--- src/rtl/pc_stack_pkg.sv ---
// Shared types and constants for the program-counter / return-address stack.
package pc_stack_pkg;

  localparam int NIB_W = 4;

  typedef enum logic [2:0] {
    NOP    = 3'd0,
    INC    = 3'd1,
    JUMP   = 3'd2,
    CALL   = 3'd3,
    FETCH  = 3'd4,
    PJUMP  = 3'd5,
    CLRERR = 3'd6,
    RET    = 3'd7
  } pcs_op_e;

  typedef enum logic {
    IDLE   = 1'b0,
    STREAM = 1'b1
  } pcs_state_e;

endpackage

--- src/rtl/pc_incr.sv ---
// ADDR_W-bit +1. The carry is exposed but the stack wraps, so callers ignore it.
module pc_incr #(
  parameter int ADDR_W = 12
) (
  input  logic [ADDR_W-1:0] a,
  output logic [ADDR_W-1:0] sum,
  output logic              carry
);

  // single adder shared by INC, CALL return address and FETCH completion
  always_comb begin
    {carry, sum} = {1'b0, a} + {{ADDR_W{1'b0}}, 1'b1};
  end

endmodule

--- src/rtl/pc_stack_array.sv ---
// PC / return-address stack with command handshake and nibble-serial fetch.
// Optional feature macro: PC_STACK_ERR_DETECT_EN (reject CALL at the top level
// and RET at the bottom level, flagging sticky ovf/unf).
module pc_stack_array
  import pc_stack_pkg::*;
#(
  parameter  int ADDR_W = 12,
  parameter  int DEPTH  = 4,
  localparam int SP_W   = $clog2(DEPTH)
) (
  input  logic              sysclk,
  input  logic              poc_n,
  input  logic              cmd_valid,
  output logic              cmd_ready,
  input  logic [2:0]        cmd_op,
  input  logic [ADDR_W-1:0] cmd_addr,
  output logic [ADDR_W-1:0] pc_out,
  output logic [SP_W-1:0]   sp,
  output logic              nib_valid,
  output logic [NIB_W-1:0]  nib_data,
  output logic              nib_last,
  output logic              ovf,
  output logic              unf
);

  localparam int NIB  = ADDR_W / NIB_W;
  localparam int NI_W = $clog2(NIB);
  localparam logic [NI_W-1:0] LAST_IDX = NI_W'(NIB - 1);

  logic [DEPTH-1:0][ADDR_W-1:0] lvl;
  logic [SP_W-1:0]   sp_q, sp_inc, sp_dec;
  pcs_state_e        state, state_nxt;
  logic [ADDR_W-1:0] cap, cap_sh, pc, inc_in, inc_out;
  logic [NI_W-1:0]   nib_idx;
  logic              inc_carry_unused;
  logic              accept, call_ok, ret_ok;
  pcs_op_e           op;

  assign pc        = lvl[sp_q];
  assign pc_out    = pc;
  assign sp        = sp_q;
  assign op        = pcs_op_e'(cmd_op);
  assign cmd_ready = (state == IDLE);
  assign accept    = cmd_valid & cmd_ready;
  assign sp_inc    = sp_q + SP_W'(1);
  assign sp_dec    = sp_q - SP_W'(1);
  assign cap_sh    = cap >> (NIB_W * nib_idx);

  // while streaming the live PC is frozen, so the adder serves the captured value
  assign inc_in = (state == STREAM) ? cap : pc;

  pc_incr #(.ADDR_W(ADDR_W)) u_incr (
    .a     (inc_in),
    .sum   (inc_out),
    .carry (inc_carry_unused)
  );

`ifdef PC_STACK_ERR_DETECT_EN
  assign call_ok = (sp_q != SP_W'(DEPTH - 1));
  assign ret_ok  = (sp_q != '0);

  // sticky error flags, cleared only by CLRERR or reset
  always_ff @(posedge sysclk or negedge poc_n) begin
    if (!poc_n) begin
      ovf <= 1'b0;
      unf <= 1'b0;
    end else if (accept) begin
      if (op == CLRERR) begin
        ovf <= 1'b0;
        unf <= 1'b0;
      end else if (op == CALL && !call_ok) begin
        ovf <= 1'b1;
      end else if (op == RET && !ret_ok) begin
        unf <= 1'b1;
      end
    end
  end
`else
  assign call_ok = 1'b1;
  assign ret_ok  = 1'b1;
  assign ovf     = 1'b0;
  assign unf     = 1'b0;
`endif

  // FSM state register
  always_ff @(posedge sysclk or negedge poc_n) begin
    if (!poc_n) state <= IDLE;
    else        state <= state_nxt;
  end

  // next state and nibble bus; outputs decode straight from registers so reset kills the stream at once
  always_comb begin
    state_nxt = state;
    nib_valid = 1'b0;
    nib_last  = 1'b0;
    nib_data  = '0;
    case (state)
      IDLE:   if (accept && op == FETCH) state_nxt = STREAM;
      STREAM: begin
        nib_valid = 1'b1;
        nib_data  = cap_sh[NIB_W-1:0];
        if (nib_idx == LAST_IDX) begin
          nib_last  = 1'b1;
          state_nxt = IDLE;
        end
      end
      default: state_nxt = IDLE;
    endcase
  end

  // level array, stack pointer, fetch capture and nibble index
  always_ff @(posedge sysclk or negedge poc_n) begin
    if (!poc_n) begin
      lvl     <= '0;
      sp_q    <= '0;
      cap     <= '0;
      nib_idx <= '0;
    end else if (state == STREAM) begin
      nib_idx <= nib_idx + NI_W'(1);
      if (nib_last) begin
        lvl[sp_q] <= inc_out;
        nib_idx   <= '0;
      end
    end else if (accept) begin
      case (op)
        INC:   lvl[sp_q] <= inc_out;
        JUMP:  lvl[sp_q] <= cmd_addr;
        CALL:  if (call_ok) begin
          lvl[sp_q]   <= inc_out;
          lvl[sp_inc] <= cmd_addr;
          sp_q        <= sp_inc;
        end
        FETCH: begin
          cap     <= pc;
          nib_idx <= '0;
        end
        PJUMP: lvl[sp_q][7:0] <= cmd_addr[7:0];
        RET:   if (ret_ok) sp_q <= sp_dec;
        default: ;
      endcase
    end
  end

endmodule

--- config.mk ---
export PLATFORM = sky130hd
export DESIGN_NAME = pc_stack_array
export DESIGN_NICKNAME = d
export VERILOG_FILES = /design/src/rtl/pc_stack_pkg.sv /design/src/rtl/pc_incr.sv /design/src/rtl/pc_stack_array.sv
export SDC_FILE = /design/constraint.sdc
export NUM_CORES = 1
export LEC_CHECK = 0
export ABC_AREA = 0
export CAP_MARGIN = 20
export CORE_ASPECT_RATIO = 0.5
export CORE_MARGIN = 8
export CORE_UTILIZATION = 50
export CTS_CLUSTER_SIZE = 8
export DETAILED_ROUTE_END_ITERATION = 12
export GPL_TIMING_DRIVEN = 0
export PLACE_DENSITY = 0.72
export SKIP_LAST_GASP = 1
export SLEW_MARGIN = 10
export SYNTH_ARGS = -nofsm -noshare
export SYNTH_HDL_FRONTEND = slang
export SYNTH_HIERARCHICAL = 1
export SYNTH_SLANG_ARGS = --single-unit
export TNS_END_PERCENT = 1
--- constraint.sdc ---
create_clock -name sysclk -period 3 [get_ports sysclk]
set_input_delay 0.3 -clock sysclk [delete_from_list [all_inputs] [get_ports sysclk]]
set_output_delay 0.3 -clock sysclk [all_outputs]
set_load 0.005 [all_outputs]
==> results of run 1 <==
-- sequential cells by signal, summed over array words and instances, names as in the netlist --
signal / flops
nib_idx: 2
lvl: 48
sp: 2
state: 1
cap: 12
-- what timing repair did --
| item | in CTS | in global routing |
|---|---|---|
| buffers inserted | 1 | 3 |
| hold buffers | 1 | 0 |
| gates resized for setup | 16 | 3 |
| cloned | 0 | 0 |
| endpoints found under the hold margin | 19 | 0 |
| endpoints found under the setup margin | 46 | 42 |
| pin swaps | 1 | 3 |
-- power by group through the flow --
stage / logic [mW] / registers, mW / clock network, mW
finish: 4.95 / 1.67 / 1.11
CTS: 4.72 / 1.65 / 1.11
global placement: 4.51 / 1.65 / 0
global route: 5.24 / 1.71 / 1.15
floorplan: 3.13 / 1.50 / 0
detailed placement: 4.60 / 1.66 / 0
-- how the worst max path moves through the flow --
stage                      from  endpoint  cells after the start  slack [ps]
final                     sp[0]   lvl[35]                     12        -200
after floorplan           sp[0]   lvl[43]                     12          90
after CTS                 sp[0]   lvl[38]                     10        -140
after global placement    poc_n    cap[4]                      1        -810
after detailed placement  sp[0]   lvl[42]                     12        -570
after global routing      sp[0]   lvl[42]                     12        -320
-- layer usage --
metal / up-vias / share of wire, % / global-route usage [%]
li1: 2722 / - / -
met1: 3010 / 41 / 35.0
met2: 430 / 42 / 41.4
met3: 94 / 13 / 9.32
met4: 0 / 3.9 / 13.0
met5: - / 0 / 0
-- through the flow --
stage,setup slack [ps],instance area [µm²],std cells,hold WS (ps),total power [mW]
3_3_place_gp,-808,6720,907,516,6.16
4_1_cts,-143,7150,926,344,7.48
5_1_grt,-324,7180,930,366,8.09
2_1_floorplan,90.9,6170,708,4.41,4.62
3_5_place_dp,-571,6740,908,218,6.26
6_report,-197,7190,931,359,7.74
-- cell type report --
type | count | area (µm²)
Fill cell | 1035 | 4730
Multi-Input combinational cell | 562 | 4210
Sequential cell | 65 | 1630
Timing Repair Buffer | 41 | 410
Buffer | 72 | 394
Clock buffer | 10 | 239
Tap cell | 165 | 206
Clock inverter | 6 | 66.3
Inverter | 9 | 33.8
Antenna cell | 1 | 2.50
-- worst register-to-register path, delay by kind of cell, from the launching register on --
family | cells | cell delay [ps]
flip-flops | 1 | 470
multiplexers | 3 | 730
buffers and inverters | 2 | 380
XOR/XNOR | 1 | 420
AO/OA/AOI/OAI | 2 | 360
AND/OR/NAND/NOR | 4 | 780
==> metrics.cfg, run 1 <==
[power]
netSwitchingPower_mw=3.80
swShare_pct=49.1
internal-power_mw=3.94
power_frac_seq_pct=21.6
p_comb_share_pct=64.0
power_density_nw_per_um2=1080
p_clk_share_pct=14.4
peakVddDrop_uv=506
power.leakage_nw=2.86

[final_layout]
final_common_cell=nand2_1
drive_gt1_share_pct=17.5
final_util_pct=60.3
nets=787
area_growth_pct=16.5
final_cell_mix=nand2_1 (90), dfrtp_1 (64), mux2i_1 (59)

[worst_hold_path]
hold_depth=3
hold_class=primary input to register
holdPathEnd=sp[1]
holdCritStartpoint=cmd_op[0]

[routing]
dr.pass1.iters=6
drt_iter0_markers=804
viasPerCell=6.72
detail_route.wl_per_cell_um=24.2
drc=0
ant_nets=0
route.vias.total=6256
wl_um=22500

[floorplan]
boundaryPins=41
fp.dieArea_um2=16400
start_util_pct=51.8
core_um2=11900
floorplan.rows=28
die_h_um=94.5
dieWidth_um=173

[sta]
fin_worst_skew_ps=8.06
worstMarginPinSlew_ps=797
fin_tns_setup_ps=-3260
rsz0062_at_grt=yes
final-hold-violation-count=0
period_share_pct=107
drv_slew=0
fmax_mhz=313
slew_headroom_pct=46.9
post-route-min-period_ps=3200
setup_viol_count_final=31
fin_ws_ps=-197

[grt]
grt_first_pass_wirelength_um=35100
gr-total-overflow=0
grt_start_max_net_pins=47
grt_antenna_before_repair=0
first_global_vias=6202
grt_usage_pct=27.3

[clock_network]
worst_skew_pair.late_latency_ps=350
cts_buffers=9
clock_path_buffers=2
cts_tree=yes
htree_levels=3
root_buffer=clkbuf_16
clkTransAtPathRegs_ps=60
numClockSinks=65

[worst_setup_path]
path_cells=buf_4, buf_8, mux4_2, nand2_1, nand2_1, nand4_2, nor3_1, xor2_2, mux2_2, mux2i_1, o211a_1, o21ai_1
cpMostUsedCell=nand2_1
rr_worst_depth=12
critPathCaptureType=register
crit_slowest_cell=dfrtp_2
r2r_end=lvl[35]
cp.arrival_ps=3460
critPathMaxFanout=10
critPathRequiredTime_ps=3270
cp-start-kind=register
timing.reg2reg.setup_slack_ps=-200
critPathMaxStageDelay_ps=470
critPathTopFamily=simple AND/OR/NAND/NOR gates
critical_path_class=register to register
worst-path-buf-inv=2
r2r_start=sp[0]

[yosys]
postSynthCellCount=707
yosysWarnings=6
syn_area_per_cell_um2=8.72
synth_area_um2=6170

[placed_design]
dp_hpwl_um=15900
gp_congestion=0.944
portBuffers=34

[status]
violations=negative setup slack
status=complete, but fails checks

[flow_run]
maxCapViolCount=0

(Power assumes the default switching activity.)
==> run 2, diff against run 1 <==
Settings changed: CORE_UTILIZATION 50 to 30, PLACE_DENSITY 0.72 to default.
==> metrics.cfg, run 2 (synthesized netlist as in run 1, its figures left out) <==
[routing]
wl_met1_um=10200  ; +10%
viasPerCell=5.91  ; -12%
route.met3.wl_um=1780  ; -40%
dr_wl_met2_um=10500  ; +12%
ant_nets=0  ; unchanged
drc=0  ; unchanged
detail_route.wl_per_cell_um=22.3  ; -7.7%
dr.pass1.iters=5  ; -1
drt_iter0_markers=721  ; -10%
route.vias.total=6192  ; -1.0%
routed.top_layer=met4
wl_um=23400  ; +3.9%

[power]
peakVddDrop_uv=371  ; -27%
power_density_nw_per_um2=1050  ; -2.3%
power.leakage_nw=2.96  ; +3.7%
power_mw=7.96  ; +2.8%

[worst_setup_path]
critPathMaxFanout=10  ; unchanged
critical_path_class=register to register
cp.arrival_ps=3220  ; -240 ps
critPathRequiredTime_ps=3270  ; about the same
critPathTopFamily=compound AO/OA/AOI/OAI gates
crit_slowest_cell=mux4_2
cpMostUsedCell=o211ai_1
critPathCaptureType=register
critPathMaxStageDelay_ps=580  ; +110 ps
path_cells=buf_8, buf_12, mux4_2, nand2_2, nand2_4, nand3_2, nor2_2, xor2_2, buf_4, nand2_1, a311oi_1, o211ai_1, o211ai_1
worst-path-buf-inv=3  ; +1
cp-start-kind=register

[final_layout]
area_growth_pct=22.6
drive_gt1_share_pct=21.7  ; +4.2 points
final_common_cell=nand2_1
finalNonFillerCells=1048  ; +13%
final_cell_mix=nand2_1 (81), dfrtp_1 (63), mux2i_1 (59)
largest_register=lvl
multi_input_area_um2=4360  ; +3.6%
register_area_um2=1630  ; about the same
top_regs=lvl: 48 flops, cap: 12 flops
largest_reg_flops=48  ; unchanged
nets=797  ; +1.3%
fillers=2022  ; +95%
antenna_cells=0  ; -1
stdcell_area_um2=7560  ; +5.2%

[placed_design]
dp_hpwl_um=16600  ; +4.4%
portBuffers=34  ; unchanged
gp_congestion=0.964  ; +2.1%
placedCellCount=1016  ; +12%
place_ws_ps=-841  ; -270 ps
placed_cell_area_um2=6880  ; +2.0%

[sta]
rsz0062_at_grt=yes
fin_ws_ps=46.8  ; +244 ps
period_share_pct=98.4  ; -8.1 points
post-route-min-period_ps=2950  ; -244 ps
worstMarginPinSlew_ps=837  ; +40.2 ps
fmax_mhz=339  ; +8.3%
slew_headroom_pct=44.2  ; -2.7 points
setup_viol_count_final=0  ; -100%
final-hold-violation-count=0  ; unchanged
fin_tns_setup_ps=0  ; +3260 ps
drv_slew=0  ; unchanged
fin_worst_skew_ps=7.09  ; -0.971 ps

[clock_network]
numClockSinks=65  ; unchanged
cts_buffers=9  ; unchanged
root_buffer=clkbuf_16
clock_path_buffers=2  ; unchanged
worst_skew_pair.late_latency_ps=350  ; about the same
clkTransAtPathRegs_ps=60  ; about the same
cts_tree=yes
htree_levels=3  ; unchanged

[status]
status=complete, no violations

[floorplan]
start_util_pct=30.3  ; -22 points
dieWidth_um=219  ; +26%
floorplan.rows=37  ; +32%
core_um2=20400  ; +71%
die_h_um=117  ; +24%
boundaryPins=41  ; unchanged
fp.dieArea_um2=25700  ; +57%

[grt]
grt_first_pass_wirelength_um=36500  ; +4.1%
gr-total-overflow=0  ; unchanged
grt_antenna_before_repair=0  ; unchanged
grt_start_max_net_pins=50  ; +6.4%
first_global_vias=6015  ; -3.0%
grt_usage_pct=17.9  ; -9.4 points

[flow_run]
maxCapViolCount=0  ; unchanged

[worst_hold_path]
hold_class=primary input to register

-- run 2: cell count changes in the layout (fill, tap and decap cells not counted), moves of 4 or more --
cell     before  now
nand2_1      90   81
nor3_1        5    1
nand2_4       1    5
buf_4        15   23
nand2_2       0    5
-- run 2: worst min-delay path: stages --
cell and delay [ps]:
buf_6 120, nand3_1 140, xnor2_1 80
-- run 2: per-stage QoR --
stage	util (%)	hold WS (ps)
floorplan	-	4.41
global placement	33.6	517
detailed placement	33.8	201
CTS	35.9	311
global route	37.1	383
finish	37.1	325
-- run 2: layout make-up --
cell class / count / share of cell area [%]
multi-input cells: 562 / 57.6
flip-flops and latches: 65 / 21.5
repair buffers: 51 / 6.42
plain buffers: 72 / 5.39
well taps: 273 / 4.52
clock buffers: 14 / 3.62
clock inverters: 2 / 0.463
inverters: 9 / 0.447
-- run 2: where the power goes --
group,internal (mW),total (mW),switching (mW)
combinational,2.20,5.10,2.90
clock,0.711,1.13,0.417
sequential,1.25,1.73,0.482
-- run 2: what timing repair did --
item                                   CTS  global route
gates cloned                             0             0
resized for setup                       16            42
hold buffers                             1             0
setup endpoints to repair               46            45
setup buffers                            4            10
endpoints found under the hold margin   16             0
pin swaps                                3             8
-- run 2: final timing paths --
| kind | from | to | slack [ps] | cells after the start |
|---|---|---|---|---|
| min in group asynchronous | poc_n | lvl[33] | 380 | 2 |
| max in group asynchronous | poc_n | lvl[5] | 2070 | 3 |
| hold / removal | cmd_op[0] | sp[0] | 330 | 3 |
| setup reg to reg | sp[0] | lvl[6] | 50 | 13 |
| hold reg to reg | cap[1] | cap[1] | 530 | 1 |
| setup / recovery | sp[0] | lvl[6] | 50 | 13 |
-- run 2: metal layers --
layer / vias to the layer above / track usage, %
met2: 299 / 27.8
met3: 71 / 3.13
met5: - / 0
met1: 3081 / 24.1
li1: 2741 / -
met4: 0 / 7.93
